===== config.mk =====
export PLATFORM = sky130hd
export DESIGN_NAME = gray2bin_adapt
export DESIGN_NICKNAME = d
export VERILOG_FILES = /design/src/rtl/gray2bin_adapt.sv
export SDC_FILE = /design/constraint.sdc
export NUM_CORES = 1
export LEC_CHECK = 0
export ABC_AREA = 1
export CORE_MARGIN = 2
export CORE_UTILIZATION = 30
export CTS_CLUSTER_SIZE = 12
export DETAILED_ROUTE_END_ITERATION = 8
export SYNTH_ARGS = -nofsm -noshare
export SYNTH_HDL_FRONTEND = slang
export SYNTH_SLANG_ARGS = --single-unit

===== constraint.sdc =====
create_clock -name clk -period 10.3 [get_ports clk]
set_input_delay 2.06 -clock clk [delete_from_list [all_inputs] [get_ports clk]]
set_output_delay 2.06 -clock clk [all_outputs]
set_load 0.005 [all_outputs]

===== src/rtl/gray2bin_adapt.sv =====
// gray2bin_adapt: binarises DATA_W-bit gray pixels to 1-bit pixels.
// Three threshold modes are available: fixed, adaptive and hysteresis. The adaptive
// threshold is the mean of the previous complete frame. The output can be inverted.
// Configuration is latched on the sop pixel. The sideband is delayed by one cycle.
//
// Ports:
//   clk, rst             clock; synchronous active-high reset
//   cfg_mode             0=FIXED 1=MEAN 2=HYST_FIXED 3=HYST_MEAN (latched at sop)
//   cfg_thr              threshold for the FIXED modes (latched at sop)
//   cfg_inv              invert the binary output (latched at sop)
//   din_sop/eop/vld/din  input pixel stream
//   dout_sop/eop/vld     input sideband delayed one cycle
//   dout                 binary pixel, holds its value while dout_vld is low
//   thr_active           threshold applied to the current frame
//   mean_busy            serial mean divider running
module gray2bin_adapt #(
   parameter int unsigned DATA_W  = 8,
   parameter int unsigned CNT_W   = 20,
   parameter int unsigned FIX_THR = 100,
   parameter int unsigned HYST    = 8
) (
   input  logic              clk,
   input  logic              rst,
   input  logic [1:0]        cfg_mode,
   input  logic [DATA_W-1:0] cfg_thr,
   input  logic              cfg_inv,
   input  logic              din_sop,
   input  logic              din_eop,
   input  logic              din_vld,
   input  logic [DATA_W-1:0] din,
   output logic              dout_sop,
   output logic              dout_eop,
   output logic              dout_vld,
   output logic              dout,
   output logic [DATA_W-1:0] thr_active,
   output logic              mean_busy
);

   localparam int unsigned SW  = DATA_W + CNT_W;
   localparam int unsigned SCW = $clog2(SW + 1);
   localparam logic [DATA_W-1:0] FixThr = DATA_W'(FIX_THR);
   localparam logic [DATA_W:0]   HystV  = (DATA_W + 1)'(HYST);
   localparam logic [DATA_W:0]   PixMax = {1'b0, {DATA_W{1'b1}}};
   localparam logic [CNT_W-1:0]  CntMax = '1;

   typedef enum logic [0:0] {StIdle, StAccum} acc_st_e;

   // ---------------- pixel path ----------------
   logic              hyst_q, inv_q, prev_b_q, dout_q;
   logic              dout_sop_q, dout_eop_q, dout_vld_q;
   logic [DATA_W-1:0] thr_q, mean_thr_q;

   logic              sop_px, eff_hyst, eff_inv, eff_prev, b;
   logic [DATA_W-1:0] eff_thr, hi, lo;
   logic [DATA_W:0]   thr_plus, thr_minus;

   // On the sop pixel the freshly presented configuration applies immediately.
   always_comb begin
      sop_px    = din_vld & din_sop;
      eff_hyst  = sop_px ? cfg_mode[1] : hyst_q;
      eff_inv   = sop_px ? cfg_inv : inv_q;
      eff_thr   = sop_px ? (cfg_mode[0] ? mean_thr_q : cfg_thr) : thr_q;
      eff_prev  = sop_px ? 1'b0 : prev_b_q;
      thr_plus  = {1'b0, eff_thr} + HystV;
      thr_minus = {1'b0, eff_thr} - HystV;
      hi        = (thr_plus > PixMax) ? PixMax[DATA_W-1:0] : thr_plus[DATA_W-1:0];
      lo        = ({1'b0, eff_thr} >= HystV) ? thr_minus[DATA_W-1:0] : '0;
      if (eff_hyst) begin
         if (din > hi)      b = 1'b1;
         else if (din < lo) b = 1'b0;
         else               b = eff_prev;
      end else begin
         b = din > eff_thr;
      end
   end

   always_ff @(posedge clk) begin
      if (rst) begin
         hyst_q     <= 1'b0;
         inv_q      <= 1'b0;
         thr_q      <= FixThr;
         prev_b_q   <= 1'b0;
         dout_q     <= 1'b0;
         dout_sop_q <= 1'b0;
         dout_eop_q <= 1'b0;
         dout_vld_q <= 1'b0;
      end else begin
         dout_sop_q <= din_sop;
         dout_eop_q <= din_eop;
         dout_vld_q <= din_vld;
         if (din_vld) begin
            dout_q   <= b ^ eff_inv;
            prev_b_q <= b;
            if (din_sop) begin
               hyst_q <= cfg_mode[1];
               inv_q  <= cfg_inv;
               thr_q  <= eff_thr;
            end
         end
      end
   end

   // ---------------- frame accumulator ----------------
   acc_st_e          acc_st_q;
   logic [SW-1:0]    sum_q, acc_sum_nx;
   logic [CNT_W-1:0] cnt_q, acc_cnt_nx;
   logic             can_add, snap;

   always_comb begin
      can_add = (acc_st_q == StAccum) && (cnt_q != CntMax);
      if (sop_px) begin
         acc_sum_nx = SW'(din);
         acc_cnt_nx = CNT_W'(1);
      end else if (can_add) begin
         acc_sum_nx = sum_q + SW'(din);
         acc_cnt_nx = cnt_q + CNT_W'(1);
      end else begin
         acc_sum_nx = sum_q;
         acc_cnt_nx = cnt_q;
      end
      snap = din_vld & din_eop & (din_sop | (acc_st_q == StAccum));
   end

   always_ff @(posedge clk) begin
      if (rst) begin
         acc_st_q <= StIdle;
         sum_q    <= '0;
         cnt_q    <= '0;
      end else if (din_vld) begin
         unique case (acc_st_q)
            StIdle: begin
               if (din_sop) begin
                  sum_q    <= acc_sum_nx;
                  cnt_q    <= acc_cnt_nx;
                  acc_st_q <= din_eop ? StIdle : StAccum;
               end
            end
            StAccum: begin
               sum_q <= acc_sum_nx;
               cnt_q <= acc_cnt_nx;
               if (din_eop) acc_st_q <= StIdle;
            end
            default: acc_st_q <= StIdle;
         endcase
      end
   end

   // ---------------- restoring divider ----------------
   logic             div_busy_q;
   logic [SCW-1:0]   div_step_q;
   logic [SW-1:0]    quo_q, quo_nx;
   logic [CNT_W-1:0] rem_q, rem_nx, dvs_q;
   logic [CNT_W:0]   rem_sh;
   logic             ge;

   always_comb begin
      rem_sh = {rem_q, quo_q[SW-1]};
      ge     = rem_sh >= {1'b0, dvs_q};
      rem_nx = ge ? CNT_W'(rem_sh - {1'b0, dvs_q}) : CNT_W'(rem_sh);
      quo_nx = {quo_q[SW-2:0], ge};
   end

   // A new snapshot wins over a completion in the same cycle; the old result is dropped.
   always_ff @(posedge clk) begin
      if (rst) begin
         div_busy_q <= 1'b0;
         div_step_q <= '0;
         quo_q      <= '0;
         rem_q      <= '0;
         dvs_q      <= '0;
         mean_thr_q <= FixThr;
      end else if (snap) begin
         div_busy_q <= 1'b1;
         div_step_q <= SCW'(SW);
         quo_q      <= acc_sum_nx;
         rem_q      <= '0;
         dvs_q      <= acc_cnt_nx;
      end else if (div_busy_q) begin
         quo_q      <= quo_nx;
         rem_q      <= rem_nx;
         div_step_q <= div_step_q - SCW'(1);
         if (div_step_q == SCW'(1)) begin
            div_busy_q <= 1'b0;
            mean_thr_q <= quo_nx[DATA_W-1:0];
         end
      end
   end

   assign dout_sop   = dout_sop_q;
   assign dout_eop   = dout_eop_q;
   assign dout_vld   = dout_vld_q;
   assign dout       = dout_q;
   assign thr_active = thr_q;
   assign mean_busy  = div_busy_q;

endmodule

# Word-level counts from Yosys, hierarchy flattened
# Index checks and enable logic that the tools add are counted.
[classes]
add_sub_neg = 6
n_lt_le_gt_ge = 6
n_eq_ne = 3
n_mux = 29
bitwise = 7
reduce_logical = 6
[op_table]
columns = ["operator", "count"]
rows = [
  ["28-bit 2-to-1 mux", 5],
  ["20-bit 2-to-1 mux", 4],
  ["28-bit case mux with 2 select lines", 1],
  ["20-bit case mux with 2 select lines", 1],
  ["8-bit 2-to-1 mux", 4],
  ["28-bit by 8-bit adder with 28-bit output", 1],
  ["21-bit by 20-bit >= comparator with 1-bit output", 1],
  ["20-bit by 1-bit adder with 20-bit output, second input constant", 1],
  ["20-bit inequality test, second input constant", 1],
  ["20-bit subtractor", 1],
  ["8-bit > comparator", 2],
  ["1-bit 2-to-1 mux", 11],
  ["5-bit 2-to-1 mux", 2],
  ["8-bit by 4-bit adder with 9-bit output, second input constant", 1],
  ["9-bit by 8-bit > comparator with 1-bit output, second input constant", 1],
  ["8-bit by 4-bit >= comparator with 1-bit output, second input constant", 1],
  ["8-bit less-than comparator", 1],
  ["8-bit by 4-bit subtractor with 8-bit output, second input constant", 1],
  ["5-bit by 1-bit == test with 1-bit output, second input constant", 1],
  ["5-bit by 1-bit subtractor with 5-bit output, second input constant", 1],
  ["2-bit AND reduction", 2],
  ["1-bit AND", 3],
  ["3-bit AND reduction", 1],
  ["2-bit inequality test, second input constant", 1],
  ["7 further kinds", 8],
]
[totals]
regBits = 146
inputBits = 24
out_inout_bits = 13

# Logic depth before layout (Yosys ltp)
[logic_depth]
depth_word = 9
depth_mapped = 27
depth_no_buf = 25

# Worst setup path after synthesis
# No wires, ideal clock.
[synth_timing]
path_type = "input to register"
from = "input cfg_mode[0]"
to = "register dout_q (netlist: dout)"
setup_ps = 109
arrival_time_ps = 4752
slack_ps = 5439
stages = 24
n_path_buf = 1
cell_sequence = "buf_2 inv_2 nand2_1 nand3_1 nand2_1 inv_1 ha_1 or2_2 nand2_1 nor2_1 a31oi_1 inv_2 nor2_1 ha_1 a21oi_1 nor2_1 a211oi_1 o221ai_1 o21ai_0 nand3_2 nand3_1 nand3_1 nand2_1 inv_1"
[synth_between]
elab_chain_cells = 9
[synth_rtl]
columns = ["element", "line", "source"]
rows = [
  ["start: declaration", "24", "input logic [1:0] cfg_mode,"],
  ["8-bit 2-to-1 mux * (2 in series)", "62", "eff_thr = sop_px ? (cfg_mode[0] ? mean_thr_q : cfg_thr) : thr_q;"],
  ["net eff_thr[3]", "54", "logic [DATA_W-1:0] eff_thr, hi, lo;"],
  ["8-bit by 4-bit adder with 9-bit output (tied with other cells)", "64", "thr_plus = {1'b0, eff_thr} + HystV;"],
  ["9-bit by 8-bit > comparator with 1-bit output or 8-bit 2-to-1 mux (tied branches)", "66, 67", ""],
  ["8-bit 2-to-1 mux or 8-bit less-than comparator (tied branches)", "66, 70", ""],
  ["8-bit > comparator or 1-bit 2-to-1 mux (tied branches)", "69, 70", ""],
  ["1-bit 2-to-1 mux", "69", "if (din > hi) b = 1'b1;"],
  ["1-bit 2-to-1 mux *", "68", "if (eff_hyst) begin"],
  ["1-bit XOR *", "92", "dout_q <= b ^ eff_inv;"],
  ["end signal: assignment", "92", ""],
  ["end: declaration", "49", "logic hyst_q, inv_q, prev_b_q, dout_q;"],
]
# The timed path passes the listed nets; every way through them passes the cells marked *.
# A chain may end at the register's enable or synchronous reset.

# Worst setup path after layout
[layout_timing]
from = "input din_vld"
to = "register dout_q (netlist: dout)"
[layout_between]
elab_chain_cells = 9
[layout_rtl]
columns = ["element", "line", "source"]
rows = [
  ["start: declaration", "29", "input logic din_vld,"],
  ["1-bit AND *", "59", "sop_px = din_vld & din_sop;"],
  ["8-bit 2-to-1 mux *", "62", ""],
  ["net eff_thr[3]", "54", ""],
  ["8-bit by 4-bit adder with 9-bit output (tied with other cells)", "64", ""],
  ["9-bit by 8-bit > comparator with 1-bit output or 8-bit 2-to-1 mux (tied branches)", "66, 67", ""],
  ["8-bit 2-to-1 mux or 8-bit less-than comparator (tied branches)", "66, 70", ""],
  ["8-bit > comparator or 1-bit 2-to-1 mux (tied branches)", "69, 70", ""],
  ["1-bit 2-to-1 mux", "69", ""],
  ["1-bit 2-to-1 mux *", "68", ""],
  ["1-bit XOR *", "92", ""],
]
# Marked as above.

==> key figures <==
Synth
  • Main synth FF type: dfxtp_1
  • Largest area contributor in the netlist: dfxtp_1
  • Post-synth EDFFs: 0
  • YS warnings: 0
  • Asr flop ratio synth: 0%
  • Post-Syn Area: 0.00910 mm^2
  • Post-synth net total: between 1,000 and 1,500
  • Register area share after synthesis: ~32%
  • Avg Synthesized Cell Area: a little under 7 um^2
  • Synth Instances: about 1,300
  • Area share of the largest cell type after synthesis: roughly a third
  • Synth area leaders: dfxtp_1 (32%), nand2_1 (10%), a21oi_1 (8.2%)
  • Synth Register Bits: roughly 150
  • Post-synth cell types: 55

Timing
  • RSZ-0062 raised after global routing: no
  • Endpoints failing setup: 0
  • Final hold vios: 0
  • Setup Skew: about 0.016 ns
  • Fin crit period: ~6.2 ns
  • Final slew viol count: 0
  • Hold WS: 0.468 ns
  • Final period util: 60.4%
  • Slew @ Worst Pin: ~1.1 ns
  • Rel. slew slack: between 20% and 30%
  • Setup_tns: 0 ns
  • F_max: 161 MHz

Route
  • DRT Pass-1 Iters: 5
  • 1st-iter DRT viols: about 540
  • Via count: ~8,600
  • Final WL: approximately 24 mm
  • DR vias/cell: between 4 and 5
  • DRC errors left: 0
  • WL/cell: between 10 and 15 um
  • ANT nets after route: 0

Place
  • Placer congestion estimate: roughly 0.85
  • Dpl hpwl: 16.8 mm
  • Port buffer count: 36

Critical path
  • R2r endpoint: mean_thr_q[1]
  • Max FO, Critical Path: 43
  • Cells on worst reg2reg path: 12
  • CP Class: input port to flop
  • Critical path endpoint category: flop
  • Startpoint types: input port
  • Reg2Reg Setup Slack: 6.82 ns
  • Crit path DAT: roughly 6.6 ns
  • Worst EP required: around 11 ns
  • Reg-to-Reg Start: acc_st_q

Power and ir drop
  • Lkg Pwr: 0.00421 uW
  • PwrDens: about 220 mW/mm^2
  • Peak supply drop: ~0.19 mV

Die
  • Die area: ~0.032 mm^2
  • Starting Density: 30.6%
  • Die Ht: between 150 and 200 um
  • IO Count: 37
  • Die width: 178 um
  • Row cnt: 63
  • Core area: about 0.03 mm^2

Clock tree
  • CTS Root Cell: clkbuf_16
  • Hold-fix buffers at CTS: 0
  • Clk buf depth: 2
  • Inserted Clock Buffers: 17
  • Clock Latency Late Sink: between 0.4 and 0.5 ns
  • Postcts setup bufs: 0
  • Post-CTS sizing: 0
  • CTS tree: built
  • Clk slew on worst S/H paths: roughly 0.070 ns
  • H-tree level count: 4
  • Sink Count: about 150

Cells and area
  • Final net count: ~1,400
  • Share of layout cells above drive strength 1: around 6.3%
  • FILL cells: 3,123
  • Storage cell area: between 0.002 and 0.003 mm^2
  • N_diodes: 0
  • Area added between synthesis and finish: 14.0%
  • Multi-input logic area: ~0.0053 mm^2

Global route
  • Number of global-route vias before repair: between 8,000 and 9,000
  • Overflow after GRT: 0
  • Pin count of the biggest net entering global routing: 88
  • Total Routing Usage GR: about 15%
  • Initial antenna violation count: 0
  • First-pass GRT wire length: 39.5 mm

Hold path
  • Worst hold path type: flop to flop
  • Hold path depth: 2
  • Hold path start: quo_q[5]
  • Worst hold path endpoint: quo_q[5]

Job
  • Max_cap viols: 0

Status
  • Status: finished clean
-- power breakdown --
group / leakage (uW) / internal [uW] / switching, uW
logic: 0.00272 / 328 / 623
registers: 0.00119 / 618 / 40.8
clock network: 0.000300 / 400 / 257
-- routing by layer --
layer / share of wire (%) / vias to the layer above / track usage, %
li1: - / 4476 / -
met1: 48 / 3972 / 20.2
met2: 48 / 110 / 26.3
met3: 3.0 / 21 / 2.37
met4: 1.2 / 0 / 3.96
met5: 0 / - / 0
-- registers in the layout (all words and copies together) (netlist names), 5 cells and up --
register,count
rem_q,20
dvs_q,20
quo_q,28
sum_q,28
thr_active,8
div_step_q,5
cnt_q,20
mean_thr_q,8
-- synth_stat cells (8+ instances only) --
library cell,n
o21ai_1,12
nand3_1,49
or2_2,8
nor3_1,22
o21ai_0,140
nor2_1,110
buf_2,10
nand4_1,10
ha_1,57
dfxtp_1,146
clkbuf_1,40
o21bai_1,10
xor2_1,17
o211ai_1,17
xnor2_1,9
o22ai_1,23
a21oi_1,149
inv_1,165
nand2_1,253
-- how the worst max path moves through the flow --
stage | cells past startpoint | slack, ns | to | startpoint
final | 24 | 4.07 | dout | din_vld
after global routing | 24 | 3.58 | dout | din_vld
after CTS | 24 | 4.09 | dout | din_vld
after detailed placement | 24 | 3.66 | dout | din_vld
after global placement | 24 | 3.77 | dout | din_vld
after floorplan | 24 | 5.44 | dout | cfg_mode[0]
-- cell usage in the layout (no fill, tap or decap), types with 22 or more instances in the layout --
cell and instances:
o21ai_0 140, clkdlybuf4s50_1 36, o22ai_1 23, nor2_1 109, inv_1 164, nor3_1 22
nand2_1 252, a21oi_1 149, dfxtp_1 146, nand3_1 49, ha_1 57
-- logic make-up after synthesis --
family | after synthesis | synth area share [%]
compound gates | 388 | 23.7
buf+inv | 234 | 10.2
xor+xnor | 26 | 2.50
flops | 146 | 32.1
simple gates | 487 | 23.3
fa+ha+maj | 59 | 8.28
-- cell type report --
class	instances	area share (%)
clock buffers	20	4.40
clock inverters	12	1.63
inverters	176	6.42
multi-input cells	960	50.7
flip-flops and latches	146	28.2
well taps	390	4.71
repair buffers	43	3.98
-- critical path: stages --
cell	delay [ns]
clkdlybuf4s50_1	0.66
nand2_4	0.38
inv_4	0.48
nand3_1	0.14
nand2_1	0.28
inv_1	0.13
ha_1	0.22
or2_2	0.31
nand2_1	0.06
nor2_1	0.04
a31oi_1	0.22
inv_2	0.10
nor2_1	0.12
ha_1	0.25
a21oi_1	0.15
nor2_1	0.05
a211oi_1	0.17
o221ai_1	0.12
o21ai_0	0.15
nand3_2	0.14
nand3_1	0.08
nand3_1	0.08
nand2_1	0.07
inv_1	0.03
-- per-stage QoR --
step	utilization [%]	area [um^2]	power, uW	worst slack (ns)	cells
after global routing	34.9	10400	2450	3.58	1747
after CTS	34.9	10400	2280	4.09	1747
final	34.9	10400	2270	4.07	1747
after detailed placement	32.8	9740	1610	3.66	1715
after floorplan	-	9100	1400	5.44	1340
after global placement	32.8	9740	1600	3.77	1715
Note: power is estimated with default switching activity, not from simulation.
